<file path="src/rtl/dmem_bus_arbiter.sv">
// Two-master arbiter in front of a synchronous-read data RAM (1-cycle read latency).
// Round-robin on ties, optional bus lock for back-to-back transfers with a forced release.
module dmem_bus_arbiter #(
  parameter int unsigned ADDR_W   = 8,
  parameter int unsigned DATA_W   = 8,
  parameter int unsigned LOCK_MAX = 4
) (
  input  logic              clk,
  input  logic              rst,
  input  logic              m0_rd,
  input  logic              m0_wr,
  input  logic              m0_lock,
  input  logic [ADDR_W-1:0] m0_addr,
  input  logic [DATA_W-1:0] m0_dout,
  output logic [DATA_W-1:0] m0_din,
  output logic              m0_grant,
  input  logic              m1_rd,
  input  logic              m1_wr,
  input  logic              m1_lock,
  input  logic [ADDR_W-1:0] m1_addr,
  input  logic [DATA_W-1:0] m1_dout,
  output logic [DATA_W-1:0] m1_din,
  output logic              m1_grant,
  output logic [ADDR_W-1:0] mem_addr,
  output logic              mem_wr,
  output logic              mem_rd,
  output logic [DATA_W-1:0] mem_dout,
  input  logic [DATA_W-1:0] mem_din
);

  localparam int unsigned CNT_W = (LOCK_MAX > 1) ? $clog2(LOCK_MAX) : 1;
  localparam logic [CNT_W-1:0] LOCK_LAST = CNT_W'(LOCK_MAX - 1);

  typedef enum logic [1:0] {
    IDLE = 2'd0,
    ADDR = 2'd1,
    DATA = 2'd2
  } state_t;

  state_t           state, state_n;
  logic             owner, owner_n;          // 0 = M0, 1 = M1
  logic             last_owner, last_owner_n;
  logic [CNT_W-1:0] lock_cnt, lock_cnt_n;

  logic              m0_req, m1_req;
  logic              own_req, own_lock, own_wr, own_rd;
  logic [ADDR_W-1:0] own_addr;
  logic [DATA_W-1:0] own_dout;

  // Current owner's request, with write taking priority over read
  always_comb begin
    m0_req   = m0_rd | m0_wr;
    m1_req   = m1_rd | m1_wr;
    own_req  = owner ? m1_req  : m0_req;
    own_lock = owner ? m1_lock : m0_lock;
    own_wr   = owner ? m1_wr   : m0_wr;
    own_rd   = (owner ? m1_rd : m0_rd) & ~own_wr;
    own_addr = owner ? m1_addr : m0_addr;
    own_dout = owner ? m1_dout : m0_dout;
  end

  always_ff @(posedge clk) begin
    if (rst) begin
      state      <= IDLE;
      owner      <= 1'b0;
      last_owner <= 1'b1;
      lock_cnt   <= '0;
    end else begin
      state      <= state_n;
      owner      <= owner_n;
      last_owner <= last_owner_n;
      lock_cnt   <= lock_cnt_n;
    end
  end

  // Arbitration and lock chaining
  always_comb begin
    state_n      = state;
    owner_n      = owner;
    last_owner_n = last_owner;
    lock_cnt_n   = lock_cnt;
    case (state)
      IDLE: begin
        if (m0_req || m1_req) begin
          state_n    = ADDR;
          lock_cnt_n = '0;
          if (m0_req && m1_req) begin
            owner_n = ~last_owner;
          end else begin
            owner_n = m1_req;
          end
        end
      end
      ADDR: begin
        state_n = DATA;
      end
      DATA: begin
        if (own_lock && own_req && (lock_cnt < LOCK_LAST)) begin
          state_n    = ADDR;
          lock_cnt_n = lock_cnt + CNT_W'(1);
        end else begin
          state_n      = IDLE;
          last_owner_n = owner;
        end
      end
      default: begin
        state_n = IDLE;
      end
    endcase
  end

  // Bus and grant decode; ADDR passes the owner's live inputs straight to the RAM
  always_comb begin
    mem_addr = '0;
    mem_dout = '0;
    mem_wr   = 1'b0;
    mem_rd   = 1'b0;
    m0_grant = 1'b0;
    m1_grant = 1'b0;
    m0_din   = '0;
    m1_din   = '0;
    case (state)
      ADDR: begin
        mem_addr = own_addr;
        mem_dout = own_dout;
        mem_wr   = own_wr;
        mem_rd   = own_rd;
      end
      DATA: begin
        if (owner) begin
          m1_grant = 1'b1;
          m1_din   = mem_din;
        end else begin
          m0_grant = 1'b1;
          m0_din   = mem_din;
        end
      end
      default: begin
      end
    endcase
  end

endmodule

</file>
<file path="config.mk">
export PLATFORM = sky130hd
export DESIGN_NAME = dmem_bus_arbiter
export DESIGN_NICKNAME = d
export VERILOG_FILES = /design/src/rtl/dmem_bus_arbiter.sv
export SDC_FILE = /design/constraint.sdc
export NUM_CORES = 1
export LEC_CHECK = 0
export BUFFER_PORTS_ARGS = -buffer_cell sky130_fd_sc_hd__buf_2
export CAP_MARGIN = 10
export CORE_MARGIN = 1.5
export CORE_UTILIZATION = 33
export DETAILED_ROUTE_END_ITERATION = 6
export GPL_TIMING_DRIVEN = 1
export PLACE_DENSITY = 0.8
export SLEW_MARGIN = 10
export SYNTH_ARGS = -nofsm -noshare
export SYNTH_HDL_FRONTEND = slang
export SYNTH_SLANG_ARGS = --single-unit
</file>
<file path="constraint.sdc">
create_clock -name clk -period 1.65 [get_ports clk]
set_clock_uncertainty 0.2 [all_clocks]
set_input_delay 0.495 -clock clk [delete_from_list [all_inputs] [get_ports clk]]
set_output_delay 0.495 -clock clk [all_outputs]
set_load 0.005 [all_outputs]
</file>
==> results.cfg <==
[floorplanning]
die_y_microns = 49.7
ios = 84
start_util_pct = 36.0
die-area_sq_um = 2470
core_area_sq_um = 2000
dieWidth_microns = 49.7
rows = 16

[timing]
timing.setup.tns_ns = -7.47
period_share_pct = 116
hold_viol_final = 0
fin_crit_ns = 1.92
drv_slew = 0
finalSetupViolations = 36
max-slew-margin-rel_pct = 75.8
rsz0062_at_grt = true
finalWorstSetupSlack_ns = -0.267
worstMarginPinSlew_ns = 0.359
fmax_mhz = 522

[clock_tree]
postCtsHoldBufs = 0
htree_levels = 1
root_buffer = clkbuf_4
clk_latency_ns = 0.25
cts_tree = yes
clock-sinks = 6
postCtsSetupRepairBufs = 0
max-clock-path-buffers = 2
path_clk_slew_ns = 0.05
numCtsBuffers = 3

[hold_path]
hold_class = in -> reg

[run]
cap_violations = 0

[outcome]
status = finished, violations left
failed_checks = negative setup slack

[placed_design]
hpwlAfterDp_microns = 2110
globalplace.congestion = 0.688
port_buffers = 83

[worst_setup_path]
path_max_fanout = 6
crit_required_ns = 0.95
end_kind = output pin
critPathKind = reg -> out
start_kind = flip-flop
critPathArrivalTime_ns = 1.22

[routing]
post_drt_wl_per_cell_microns = 11.6
route.vias.total = 1027
routed_wl_microns = 2500
first_pass_iters = 2
drc = 0
drtIter0Drc = 2
viasPerCell = 4.75
ant_nets = 0

[power]
internal-power_uw = 425
vdd_drop_max_mv = 0.405
p_leak_uw = 0.000739
combPwrFrac_pct = 51.2
power_switching_share_pct = 33.6
powerDensity_nw_per_um2 = 487
power_uw = 640
p_sw_uw = 215
p_clk_share_pct = 21.8
pwr-share-seq_pct = 27.0

[global_route]
grt_pass1_wl_microns = 4220
antenna_found_initial = 0
grt_max_degree = 12
grt_pass1_vias = 1005
grtUsageTotal_pct = 21.4
overflow = 0

[logic_synthesis]
synth_ff_type = dfxtp_1
synth_xor_area_share_pct = 0
synth_compound_area_share_pct = 17.7
synth_nets = 144
synth_edf_count = 0
syn_inst = 95
synthSimpleGateAreaFrac_pct = 34.5
synth_top_family_by_area = simple AND/OR/NAND/NOR gates
synth_area_sq_um = 721
synth_seq_area_share_pct = 16.7
ys_async_sr_fraction_pct = 0
synth-adder-area-share_pct = 1.74
ys_types = 27
synthMuxAreaShare_pct = 23.6
synth-seq-cells = 6
yosysWarnings = 0
syn_avg_cell_area_sq_um = 7.59

[final_layout]
final_cell_mix = buf_2, nor2_1, mux2i_1, and2_1, buf_4
post-route-util_pct = 65.6
layout_commonest_cell = buf_2
area_delta_synth_final_pct = 82.1
drive_above_1_share_pct = 59.8
nets = 240
diodes = 0
worst max-delay path: stages, from the launching register on:
cell and delay, ns:
dfxtp_4 0.37, or3b_4 0.37, a21oi_2 0.11, buf_2 0.12
final cells by class:
cell class                      instances  area, sq um
Clock buffer                            3         22.5
Fill cell                             186          689
Inverter                                1         3.75
Multi-Input combinational cell         83          594
Sequential cell                         6          126
Tap cell                               27         33.8
Timing Repair Buffer                   96          532
flip-flops by register name, summed over array words and instances (netlist names):
register	count
owner	1
lock_cnt	2
state	2
last_owner	1
synth_stat cells (2+ instances only):
| cell | instances | area, sq um |
|---|---|---|
| and2_1 | 16 | 100 |
| o31ai_1 | 2 | 15.0 |
| mux2i_1 | 17 | 170 |
| buf_6 | 2 | 22.5 |
| buf_2 | 3 | 15.0 |
| a21oi_1 | 3 | 15.0 |
| dfxtp_1 | 6 | 120 |
| nand2b_1 | 3 | 18.8 |
| nor2_1 | 23 | 86.3 |
| o21ai_0 | 3 | 15.0 |
cells by family (layout without fill, tap and decap cells):
| group | Yosys count | after routing |
|---|---|---|
| multiplexers | 17 | 17 |
| AO/OA/AOI/OAI | 17 | 17 |
| buffers and inverters | 6 | 100 |
| adder cells (fa/ha/maj) | 1 | 1 |
| AND/OR/NAND/NOR | 48 | 48 |
| flip-flops | 6 | 6 |
final timing paths:
path	from	endpoint	slack (ns)	depth (start not counted)
worst min register to register	lock_cnt[0]$_SDFFE_PP0P_	lock_cnt[0]$_SDFFE_PP0P_	0.28	1
worst max register to register	owner$_SDFFE_PP0P_	last_owner$_SDFFE_PP1P_	0.12	5
worst min-delay path	rst	state[1]$_SDFFE_PP0P_	0.27	2
worst max-delay path	owner$_SDFFE_PP0P_	mem_rd	-0.27	3
metal layers:
layer / routed length (microns) / GRT usage (%) / up-vias / share of wire [%]
met3: 167 / 6.36 / 0 / 6.7
met1: 936 / 21.1 / 472 / 37
met2: 1400 / 42.4 / 32 / 56
li1: - / - / 523 / -
met4: 0 / 5.09 / 0 / 0
met5: 0 / 0 / - / 0
stage by stage:
| step | hold slack (ns) | instances | cell area [sq um] | setup WS [ns] |
|---|---|---|---|---|
| 2_1_floorplan | 0.247 | 95 | 727 | -0.0213 |
| 3_3_place_gp | 0.264 | 213 | 1240 | -0.234 |
| 3_5_place_dp | 0.275 | 213 | 1240 | -0.241 |
| 4_1_cts | 0.272 | 216 | 1280 | -0.301 |
| 5_1_grt | 0.288 | 216 | 1310 | -0.319 |
| 6_report | 0.274 | 216 | 1310 | -0.267 |
repair_timing:
item | CTS | global route
endpoints found under the setup margin | 37 | 36
resized for setup | 9 | 7
pin swaps | 2 | 2
power groups by stage:
stage                     clock [uW]  combinational, uW  sequential, uW
after floorplan                    0                157             170
after global placement             0                293             170
after detailed placement           0                303             171
after CTS                        146                313             173
after global routing             152                360             174
final                            139                328             173
No activity file was read; power rests on OpenSTA's default activity.
